`config.mk`:
```
export PLATFORM = sky130hd
export DESIGN_NAME = pc_sequencer_flat
export DESIGN_NICKNAME = d
export VERILOG_FILES = /design/src/rtl/pc_seq_pkg.sv /design/src/rtl/pc_seq_if.sv /design/src/rtl/pc_target_mux.sv /design/src/rtl/pc_sequencer.sv /design/src/flat_wrapper.sv
export SDC_FILE = /design/constraint.sdc
export NUM_CORES = 1
export LEC_CHECK = 0
export ABC_AREA = 1
export BUFFER_PORTS_ARGS = -buffer_cell sky130_fd_sc_hd__clkbuf_2
export CAP_MARGIN = 10
export CORE_MARGIN = 5
export CORE_UTILIZATION = 46
export DETAILED_ROUTE_END_ITERATION = 12
export PLACE_DENSITY_LB_ADDON = 0.15
export SYNTH_ARGS = -nofsm -noshare
export SYNTH_HDL_FRONTEND = slang
export SYNTH_SLANG_ARGS = --single-unit
```
`constraint.sdc`:
```
create_clock -name clk -period 5.85 [get_ports clk]
set_input_delay 0.585 -clock clk [delete_from_list [all_inputs] [get_ports clk]]
set_output_delay 0.585 -clock clk [all_outputs]
set_load 0.01 [all_outputs]
```
`src/rtl/pc_seq_pkg.sv`:
```
// Shared types and constants for the next-PC sequencer.
package pc_seq_pkg;

    typedef enum logic [1:0] {
        BOOT = 2'd0,
        RUN  = 2'd1,
        HALT = 2'd2
    } state_t;

    localparam int WORD_SHIFT = 2;
    localparam int JT_WIDTH   = 26;
    localparam int IMM_WIDTH  = 16;

endpackage

```
`src/rtl/pc_seq_if.sv`:
```
// Request/response bundle between the core and the next-PC sequencer.
// With PC_SEQ_EXCEPTION_EN defined, carries exc_req and epc as well.
interface pc_seq_if
    import pc_seq_pkg::*;
#(
    parameter int SIZE = 32
) ();

    logic                  stall;
    logic                  branch_taken;
    logic [IMM_WIDTH-1:0]  imm;
    logic                  jump;
    logic [JT_WIDTH-1:0]   jtarget;
    logic                  jr;
    logic [SIZE-1:0]       rs_val;
    logic                  halt;
    logic                  resume;
`ifdef PC_SEQ_EXCEPTION_EN
    logic                  exc_req;
    logic [SIZE-1:0]       epc;
`endif
    logic [SIZE-1:0]       pc;
    logic [SIZE-1:0]       pc_plus4;
    logic                  pc_valid;
    logic                  align_err;
    state_t                state;

    modport master (
        output stall, branch_taken, imm, jump, jtarget, jr, rs_val, halt, resume,
`ifdef PC_SEQ_EXCEPTION_EN
        output exc_req, input epc,
`endif
        input  pc, pc_plus4, pc_valid, align_err, state
    );

    modport slave (
        input  stall, branch_taken, imm, jump, jtarget, jr, rs_val, halt, resume,
`ifdef PC_SEQ_EXCEPTION_EN
        input  exc_req, output epc,
`endif
        output pc, pc_plus4, pc_valid, align_err, state
    );

endinterface

```
`src/rtl/pc_target_mux.sv`:
```
// Combinational next-PC target generation and RUN-state priority select.
// With PC_SEQ_EXCEPTION_EN defined, an exception request outranks everything.
module pc_target_mux
    import pc_seq_pkg::*;
#(
    parameter int SIZE = 32
`ifdef PC_SEQ_EXCEPTION_EN
   ,parameter logic [SIZE-1:0] EXC_VEC = SIZE'('h80)
`endif
) (
    input  logic [SIZE-1:0]      pc,
    input  logic                 stall,
    input  logic                 branch_taken,
    input  logic [IMM_WIDTH-1:0] imm,
    input  logic                 jump,
    input  logic [JT_WIDTH-1:0]  jtarget,
    input  logic                 jr,
    input  logic [SIZE-1:0]      rs_val,
    input  logic                 halt,
`ifdef PC_SEQ_EXCEPTION_EN
    input  logic                 exc_req,
    output logic                 take_exc,
`endif
    output logic [SIZE-1:0]      pc_plus4,
    output logic [SIZE-1:0]      next_pc,
    output logic                 take_halt,
    output logic                 misaligned
);

    // Low bits replaced by a J-type target; the rest come from pc+4 (region bits).
    localparam logic [SIZE-1:0] JT_MASK = SIZE'({(JT_WIDTH + WORD_SHIFT){1'b1}});

    logic [SIZE-1:0] br_off;
    logic [SIZE-1:0] br_tgt;
    logic [SIZE-1:0] j_tgt;
    logic [SIZE-1:0] jr_tgt;

    assign pc_plus4 = pc + SIZE'(4);
    assign br_off   = {{(SIZE - IMM_WIDTH){imm[IMM_WIDTH-1]}}, imm} << WORD_SHIFT;
    assign br_tgt   = pc_plus4 + br_off;
    assign j_tgt    = (pc_plus4 & ~JT_MASK) | SIZE'({jtarget, {WORD_SHIFT{1'b0}}});
    assign jr_tgt   = {rs_val[SIZE-1:WORD_SHIFT], {WORD_SHIFT{1'b0}}};

    // Priority select: only the winning request affects the target or the error flag.
    always_comb begin
        // NOTE: every output gets a default before any branch, so no path can infer a latch.
        next_pc    = pc_plus4;
        take_halt  = 1'b0;
        misaligned = 1'b0;
`ifdef PC_SEQ_EXCEPTION_EN
        take_exc   = 1'b0;
        if (exc_req) begin
            take_exc = 1'b1;
            next_pc  = EXC_VEC;
        end else
`endif
        if (halt) begin
            take_halt = 1'b1;
            next_pc   = pc_plus4;
        end else if (stall) begin
            next_pc = pc;
        end else if (jr) begin
            next_pc    = jr_tgt;
            misaligned = |rs_val[WORD_SHIFT-1:0];
        end else if (jump) begin
            next_pc = j_tgt;
        end else if (branch_taken) begin
            next_pc = br_tgt;
        end
    end

endmodule

```
`src/rtl/pc_sequencer.sv`:
```
// Next-PC sequencer: boot hold, run and halt FSM plus the PC register itself.
// Optional build macro PC_SEQ_EXCEPTION_EN adds exc_req/epc and exception redirect.
module pc_sequencer
    import pc_seq_pkg::*;
#(
    parameter int              SIZE        = 32,
    parameter logic [SIZE-1:0] RESET_VEC   = '0,
    parameter int              BOOT_CYCLES = 2
`ifdef PC_SEQ_EXCEPTION_EN
   ,parameter logic [SIZE-1:0] EXC_VEC     = SIZE'('h80)
`endif
) (
    input  logic     clk,
    input  logic     reset,
    pc_seq_if.slave  bus
);

    localparam int CNT_W = (BOOT_CYCLES > 1) ? $clog2(BOOT_CYCLES) : 1;

    state_t           state_q, state_d;
    logic [CNT_W-1:0] cnt_q, cnt_d;
    logic [SIZE-1:0]  pc_q, pc_d;
    logic             align_q, align_d;
    logic [SIZE-1:0]  next_pc;
    logic             take_halt;
    logic             misaligned;
`ifdef PC_SEQ_EXCEPTION_EN
    logic [SIZE-1:0]  epc_q, epc_d;
    logic             take_exc;
`endif

    pc_target_mux #(
        .SIZE(SIZE)
`ifdef PC_SEQ_EXCEPTION_EN
       ,.EXC_VEC(EXC_VEC)
`endif
    ) u_mux (
        .pc          (pc_q),
        .stall       (bus.stall),
        .branch_taken(bus.branch_taken),
        .imm         (bus.imm),
        .jump        (bus.jump),
        .jtarget     (bus.jtarget),
        .jr          (bus.jr),
        .rs_val      (bus.rs_val),
        .halt        (bus.halt),
`ifdef PC_SEQ_EXCEPTION_EN
        .exc_req     (bus.exc_req),
        .take_exc    (take_exc),
`endif
        .pc_plus4    (bus.pc_plus4),
        .next_pc     (next_pc),
        .take_halt   (take_halt),
        .misaligned  (misaligned)
    );

    // State, counter and PC registers; reset returns to BOOT at once.
    always_ff @(posedge clk or posedge reset) begin
        // NOTE: non-blocking assignments so every register samples pre-edge values.
        if (reset) begin
            state_q <= BOOT;
            cnt_q   <= '0;
            pc_q    <= RESET_VEC;
            align_q <= 1'b0;
`ifdef PC_SEQ_EXCEPTION_EN
            epc_q   <= '0;
`endif
        end else begin
            state_q <= state_d;
            cnt_q   <= cnt_d;
            pc_q    <= pc_d;
            align_q <= align_d;
`ifdef PC_SEQ_EXCEPTION_EN
            epc_q   <= epc_d;
`endif
        end
    end

    // Next-state logic; align_err defaults low so it only pulses for one cycle.
    always_comb begin
        state_d = state_q;
        cnt_d   = cnt_q;
        pc_d    = pc_q;
        align_d = 1'b0;
`ifdef PC_SEQ_EXCEPTION_EN
        epc_d   = epc_q;
`endif
        unique case (state_q)
            BOOT: begin
                if (cnt_q == CNT_W'(BOOT_CYCLES - 1)) begin
                    state_d = RUN;
                    cnt_d   = '0;
                end else begin
                    cnt_d = cnt_q + 1'b1;
                end
            end
            RUN: begin
                pc_d    = next_pc;
                align_d = misaligned;
`ifdef PC_SEQ_EXCEPTION_EN
                if (take_exc) epc_d = pc_q;
`endif
                if (take_halt) state_d = HALT;
            end
            HALT: begin
`ifdef PC_SEQ_EXCEPTION_EN
                if (bus.exc_req) begin
                    epc_d   = pc_q;
                    pc_d    = next_pc;
                    state_d = RUN;
                end else
`endif
                if (bus.resume) state_d = RUN;
            end
            default: state_d = BOOT;
        endcase
    end

    assign bus.pc        = pc_q;
    assign bus.pc_valid  = (state_q == RUN);
    assign bus.align_err = align_q;
    assign bus.state     = state_q;
`ifdef PC_SEQ_EXCEPTION_EN
    assign bus.epc       = epc_q;
`endif

endmodule

```
`src/flat_wrapper.sv`:
```
// flat-port wrapper written by rule: the top's interface ports become plain ports
module pc_sequencer_flat import pc_seq_pkg::*;
#(
    parameter int              SIZE        = 32,
    parameter logic [SIZE-1:0] RESET_VEC   = '0,
    parameter int              BOOT_CYCLES = 2

)
  (clk, reset, bus_stall, bus_branch_taken, bus_imm, bus_jump, bus_jtarget, bus_jr, bus_rs_val, bus_halt, bus_resume, bus_pc, bus_pc_plus4, bus_pc_valid, bus_align_err, bus_state);
  pc_seq_if #(.SIZE(SIZE)) bus_i ();
  input  logic clk;
  input  logic reset;
  input wire logic [$bits(bus_i.stall)-1:0] bus_stall;
  input wire logic [$bits(bus_i.branch_taken)-1:0] bus_branch_taken;
  input wire logic [$bits(bus_i.imm)-1:0] bus_imm;
  input wire logic [$bits(bus_i.jump)-1:0] bus_jump;
  input wire logic [$bits(bus_i.jtarget)-1:0] bus_jtarget;
  input wire logic [$bits(bus_i.jr)-1:0] bus_jr;
  input wire logic [$bits(bus_i.rs_val)-1:0] bus_rs_val;
  input wire logic [$bits(bus_i.halt)-1:0] bus_halt;
  input wire logic [$bits(bus_i.resume)-1:0] bus_resume;
  output wire logic [$bits(bus_i.pc)-1:0] bus_pc;
  output wire logic [$bits(bus_i.pc_plus4)-1:0] bus_pc_plus4;
  output wire logic [$bits(bus_i.pc_valid)-1:0] bus_pc_valid;
  output wire logic [$bits(bus_i.align_err)-1:0] bus_align_err;
  output wire logic [$bits(bus_i.state)-1:0] bus_state;
  assign bus_i.stall = bus_stall;
  assign bus_i.branch_taken = bus_branch_taken;
  assign bus_i.imm = bus_imm;
  assign bus_i.jump = bus_jump;
  assign bus_i.jtarget = bus_jtarget;
  assign bus_i.jr = bus_jr;
  assign bus_i.rs_val = bus_rs_val;
  assign bus_i.halt = bus_halt;
  assign bus_i.resume = bus_resume;
  assign bus_pc = bus_i.pc;
  assign bus_pc_plus4 = bus_i.pc_plus4;
  assign bus_pc_valid = bus_i.pc_valid;
  assign bus_align_err = bus_i.align_err;
  assign bus_state = bus_i.state;
  pc_sequencer #(.SIZE(SIZE), .RESET_VEC(RESET_VEC), .BOOT_CYCLES(BOOT_CYCLES)) u_core (.clk(clk), .reset(reset), .bus(bus_i));
endmodule
```
==> results.md <==
CTS:
- The hold buffer count at cts is 0.
- The insertion delay to the later sink of the worst-skew pair is 0.28 ns.
- The cell sitting at the root of the clock tree is a sky130_fd_sc_hd__clkbuf_16.
- The number of gates resized after CTS was 0.
- The H-tree generated during clock tree synthesis spans 2 levels.
- The TritonCTS clock tree is built.
- The total clock sinks is 34.
- The post-CTS setup buffer count is 0.
- Clock-pin slew was measured on the worst setup and hold paths at about 0.050 ns.
- The longest clock path from root to sink contains 2 buffers.
- Counting the buffers created by CTS gives 5.

Die:
- The total area inside the core boundary comes to 0.0121 mm².
- The overall die height is about 120 µm.
- The width of the chip is 122 µm.
- The floorplan has 40 rows.
- The initial utilization of the core area, before any placement, comes to 0.473.
- The number of ports placed on the die boundary is 150.
- The die area is between 0.01 and 0.015 mm².

Worst hold path:
- The classification of the worst-slack hold path is in -> async.

Global route:
- Entering global routing, the biggest net connects 45 pins.
- The number of antenna violations at the first check in global routing is 0.
- The met3 track demand over resource is 0.0613.
- The global-route congestion overflow total is 0.
- The overall global routing resource usage is 0.296.
- The layer flagged by global routing as most heavily used is met2.
- The wire length of the first global-routing pass is 34600 µm.
- For met2 alone, demand over resource in global routing was 0.469.
- The via count of the first global-routing pass is 6718.
- In the global route stage, met1 resource usage came out at 0.390.

Drt:
- Summing over every cut layer, the via total after detailed routing is ~7000.
- The mean routed wirelength per cell is 15.8 µm.
- The remaining routing DRC violations is 0.
- The overall routed net length is about 22000 µm.
- The number of optimization iterations in the first detailed-route pass is 7.
- Dividing the detail-routed via count by the number of cells gives 5.17.
- The count of nets left with antenna violations once routing finished came out at 0.
- The initial detailed-routing violation count is 588.

Power and ir drop:
- The worst-case IR drop observed on VDD is 0.000345 V.
- The share of total power consumed by net switching is 0.589.
- The internal portion of total power is ~1300 µW.
- Of the total power, registers draw 0.167.
- The share of total power in combinational logic is 0.749.
- Summed over all nets, the switching power comes to 1890 µW.
- The analysis attributes to cell leakage a power of approximately 0.004 µW.
- The power density of the placed cells is approximately 480 mW/mm².
- The part of the power in the clock network is 0.084.

Critical path:
- The cell with the biggest individual delay on the critical path is sky130_fd_sc_hd__dfrtp_1.
- Walking the worst path, the cells encountered are ha_1 > nand2_1 > nor2_2 > nand2_1 > nor2_2 > xor2_1 > inv_1 > ha_1 > nand2_1 > inv_1 > nand2_1 > nand2_1 > nand2_1 > nand3_1 > nand2_1 > nand3b_1 > nand3_1 > nand2_1 > nand2_1 > nand2_1 > nand2_1 > nand2_1.
- In this design, the stage delay of the slowest critical-path cell is 0.50 ns.
- The family of cells with the greatest summed delay on the critical path is simple AND/OR/NAND/NOR gates.
- The cell occurring most often along the worst timing path is sky130_fd_sc_hd__nand2_1.
- In this run the critical register-to-register path is launched from u_core.bus.pc[2].
- Of all nets on the critical path, the largest fanout is 7.
- The number of cells on the worst reg-to-reg path is 22.
- The endpoint of the lowest-slack register-to-register path is u_core.bus.pc[21].
- The required time of the critical path is 6.03 ns.
- The worst setup path is launched from a flip-flop.
- The critical path in this run is classified as reg -> reg.
- The arrival time reported for the critical path endpoint is between 3 and 4 ns.
- In this run the register-to-register setup slack is 2.17 ns.
- The sort of element at the end of the critical path is a flip-flop.
- The number of buffers and inverters on the critical path is 2.

Timing:
- The final setup TNS is 0 ns.
- In the finished design, the share of the clock period the worst path needs comes to 0.628.
- The worst hold slack after final layout is 0.384 ns.
- The final-report hold violation count is 0.
- Setup repair after global routing left no endpoint under its margin.
- The measured slew at the worst slew-check pin is around 0.95 ns.
- The final critical-path setup slack is approximately 2.2 ns.
- Between clock sinks in the finished design, the worst skew comes to about 0.0026 ns.
- The number of pins exceeding their max-slew limit in the final report is 0.
- The worst max-slew margin expressed relative to the limit is 0.365.
- The worst path in the final design needs a cycle of ~3.7 ns, including I/O delays and setup.
- The highest clock rate is 272 MHz.
- The final setup violation count is 0.

Logic synthesis:
- Summed over all instances, the cell type with the most area after synthesis is sky130_fd_sc_hd__nand2_1.
- Of the total synthesized cell area, the portion taken by XOR and XNOR cells is 0.0260.
- The count of flip-flops with a built-in enable after synthesis is 0.
- The sequential cell area fraction in the yosys report is 0.149.
- Of the total synthesized cell area, the portion taken by full adders, half adders and majority gates is 0.0821.
- By area, the combinational part of the netlist is dominated by simple AND/OR/NAND/NOR gates.
- The compound-gate portion of the synthesized area is 0.127.
- For this run, asynchronously set or reset flops after synthesis account for 1.00.
- The multiplexer share of the synthesized area is 0.
- Synthesis inferred 34 register bits.
- The area of the mapped netlist is 0.00573 mm².
- After technology mapping, the gate count stands at around 1100.
- The post-synthesis cell type count is 42.
- In the synthesized netlist the dominant register cell turns out to be sky130_fd_sc_hd__dfrtp_1.
- By area the synthesized netlist is led by sky130_fd_sc_hd__nand2_1, sky130_fd_sc_hd__dfrtp_1, sky130_fd_sc_hd__inv_1.
- Of the total synthesized cell area, the portion taken by AND, OR, NAND and NOR gates is 0.473.
- The Yosys step of the flow raised 0 warnings.
- A synthesized cell averages 5.33 µm².
- Of the post-synthesis cell area, the dominant cell type holds 0.285.

Placed design:
- The minimum setup slack after placement is 2.27 ns.
- The number of buffers inserted by port buffering is 145.
- The placer's final routability congestion estimate is 0.964.
- The detailed-placement wirelength estimate is approximately 18000 µm.

Final layout:
- The ratio of cells with drive above 1 in the final layout is 0.164.
- The area growth from synthesis to layout is 17.3%.
- Fill cells in the final layout number about 1400.
- In the final design database the tool counted about 1300 nets.
- At the end of the flow the core is filled with cells to 0.555.
- 0 antenna diodes ended up in the layout.
- The area of the multi-input gates is 0.00408 mm².
- The sequential cell area is roughly 850 µm².

Run:
- The max-cap violation count is 0.

Run status:
- The flow ran to the end, and the final reports show no timing, DRC or antenna violations.
[Yosys cell counts, types with 11 or more instances]
library cell / instances
sky130_fd_sc_hd__inv_1: 174
sky130_fd_sc_hd__clkbuf_1: 16
sky130_fd_sc_hd__nand2_1: 435
sky130_fd_sc_hd__xor2_1: 11
sky130_fd_sc_hd__o21ai_1: 12
sky130_fd_sc_hd__nor2_1: 88
sky130_fd_sc_hd__o21ai_0: 24
sky130_fd_sc_hd__nand3_1: 61
sky130_fd_sc_hd__ha_1: 36
sky130_fd_sc_hd__a21oi_1: 74
sky130_fd_sc_hd__o211ai_1: 11
sky130_fd_sc_hd__dfrtp_1: 34
[kinds of logic (layout without fill, tap and decap cells)]
group / Yosys count / in the layout
AND/OR/NAND/NOR: 642 / 642
buffers and inverters: 210 / 338
AO/OA/AOI/OAI: 133 / 133
adder cells (fa/ha/maj): 37 / 37
flip-flops: 34 / 34
XOR/XNOR: 17 / 17
other: 1 / 4
[layer usage]
metal,vias up,wire [µm]
li1,3574,-
met1,3123,9440
met2,345,9450
met3,61,1870
met4,0,980
met5,-,0
[area by class of cell]
class / count / share of cell area
clock buffers: 7 / 0.0212
clock inverters: 1 / 0.000745
inverters: 181 / 0.101
multi-input cells: 833 / 0.607
flip-flops and latches: 34 / 0.127
well taps: 168 / 0.0313
repair buffers: 149 / 0.112
[flip-flops by register name, indices dropped and copies added, names as in the netlist]
signal	count
u_core.bus.align_err	1
u_core.bus.pc	30
u_core.bus.state	2
u_core.cnt_q	1
[stage by stage]
stage / instance area [µm²] / std cells / power (µW)
2_1_floorplan: 5740 / 1077 / 2110
3_3_place_gp: 6570 / 1365 / 2920
3_5_place_dp: 6570 / 1365 / 2920
4_1_cts: 6720 / 1373 / 3200
5_1_grt: 6720 / 1373 / 3550
6_report: 6720 / 1373 / 3210
[cells in the final DEF (no fill, tap or decap), types with 24 or more instances in the layout]
cell / n
sky130_fd_sc_hd__nand2_1: 435
sky130_fd_sc_hd__inv_1: 174
sky130_fd_sc_hd__clkbuf_2: 145
sky130_fd_sc_hd__nor2_1: 88
sky130_fd_sc_hd__a21oi_1: 74
sky130_fd_sc_hd__nand3_1: 61
sky130_fd_sc_hd__ha_1: 36
sky130_fd_sc_hd__dfrtp_1: 34
sky130_fd_sc_hd__o21ai_0: 24
[worst register-to-register path, cell delays in order, from the launching register on]
cell and delay [ns]:
sky130_fd_sc_hd__dfrtp_1 0.50, sky130_fd_sc_hd__ha_1 0.30, sky130_fd_sc_hd__nand2_1 0.09, sky130_fd_sc_hd__nor2_2 0.18, sky130_fd_sc_hd__nand2_1 0.11, sky130_fd_sc_hd__nor2_2 0.23
sky130_fd_sc_hd__xor2_1 0.28, sky130_fd_sc_hd__inv_1 0.14, sky130_fd_sc_hd__ha_1 0.37, sky130_fd_sc_hd__nand2_1 0.14, sky130_fd_sc_hd__inv_1 0.07, sky130_fd_sc_hd__nand2_1 0.06
sky130_fd_sc_hd__nand2_1 0.06, sky130_fd_sc_hd__nand2_1 0.05, sky130_fd_sc_hd__nand3_1 0.29, sky130_fd_sc_hd__nand2_1 0.18, sky130_fd_sc_hd__nand3b_1 0.10, sky130_fd_sc_hd__nand3_1 0.09
sky130_fd_sc_hd__nand2_1 0.06, sky130_fd_sc_hd__nand2_1 0.05, sky130_fd_sc_hd__nand2_1 0.09, sky130_fd_sc_hd__nand2_1 0.08, sky130_fd_sc_hd__nand2_1 0.05
[how the worst max path moves through the flow]
stage / from / endpoint / slack (ns) / cells after the start
after global placement: u_core.bus.pc[2] / u_core.bus.pc[25] / 2.29 / 22
after CTS: u_core.bus.pc[2] / u_core.bus.pc[25] / 2.24 / 22
final: u_core.bus.pc[2] / u_core.bus.pc[21] / 2.17 / 22
after floorplan: u_core.bus.pc[2] / u_core.bus.pc[31] / 2.86 / 22
after global routing: u_core.bus.pc[2] / u_core.bus.pc[21] / 1.78 / 23
after detailed placement: u_core.bus.pc[2] / u_core.bus.pc[25] / 2.27 / 22
[power groups by stage]
stage / sequential (µW) / combinational [µW] / clock [µW]
after global placement: 538 / 2380 / 0
after detailed placement: 534 / 2380 / 0
after floorplan: 529 / 1580 / 0
final: 537 / 2400 / 268
after CTS: 531 / 2390 / 271
after global routing: 554 / 2720 / 281
No activity file was read; power rests on OpenSTA's default activity.
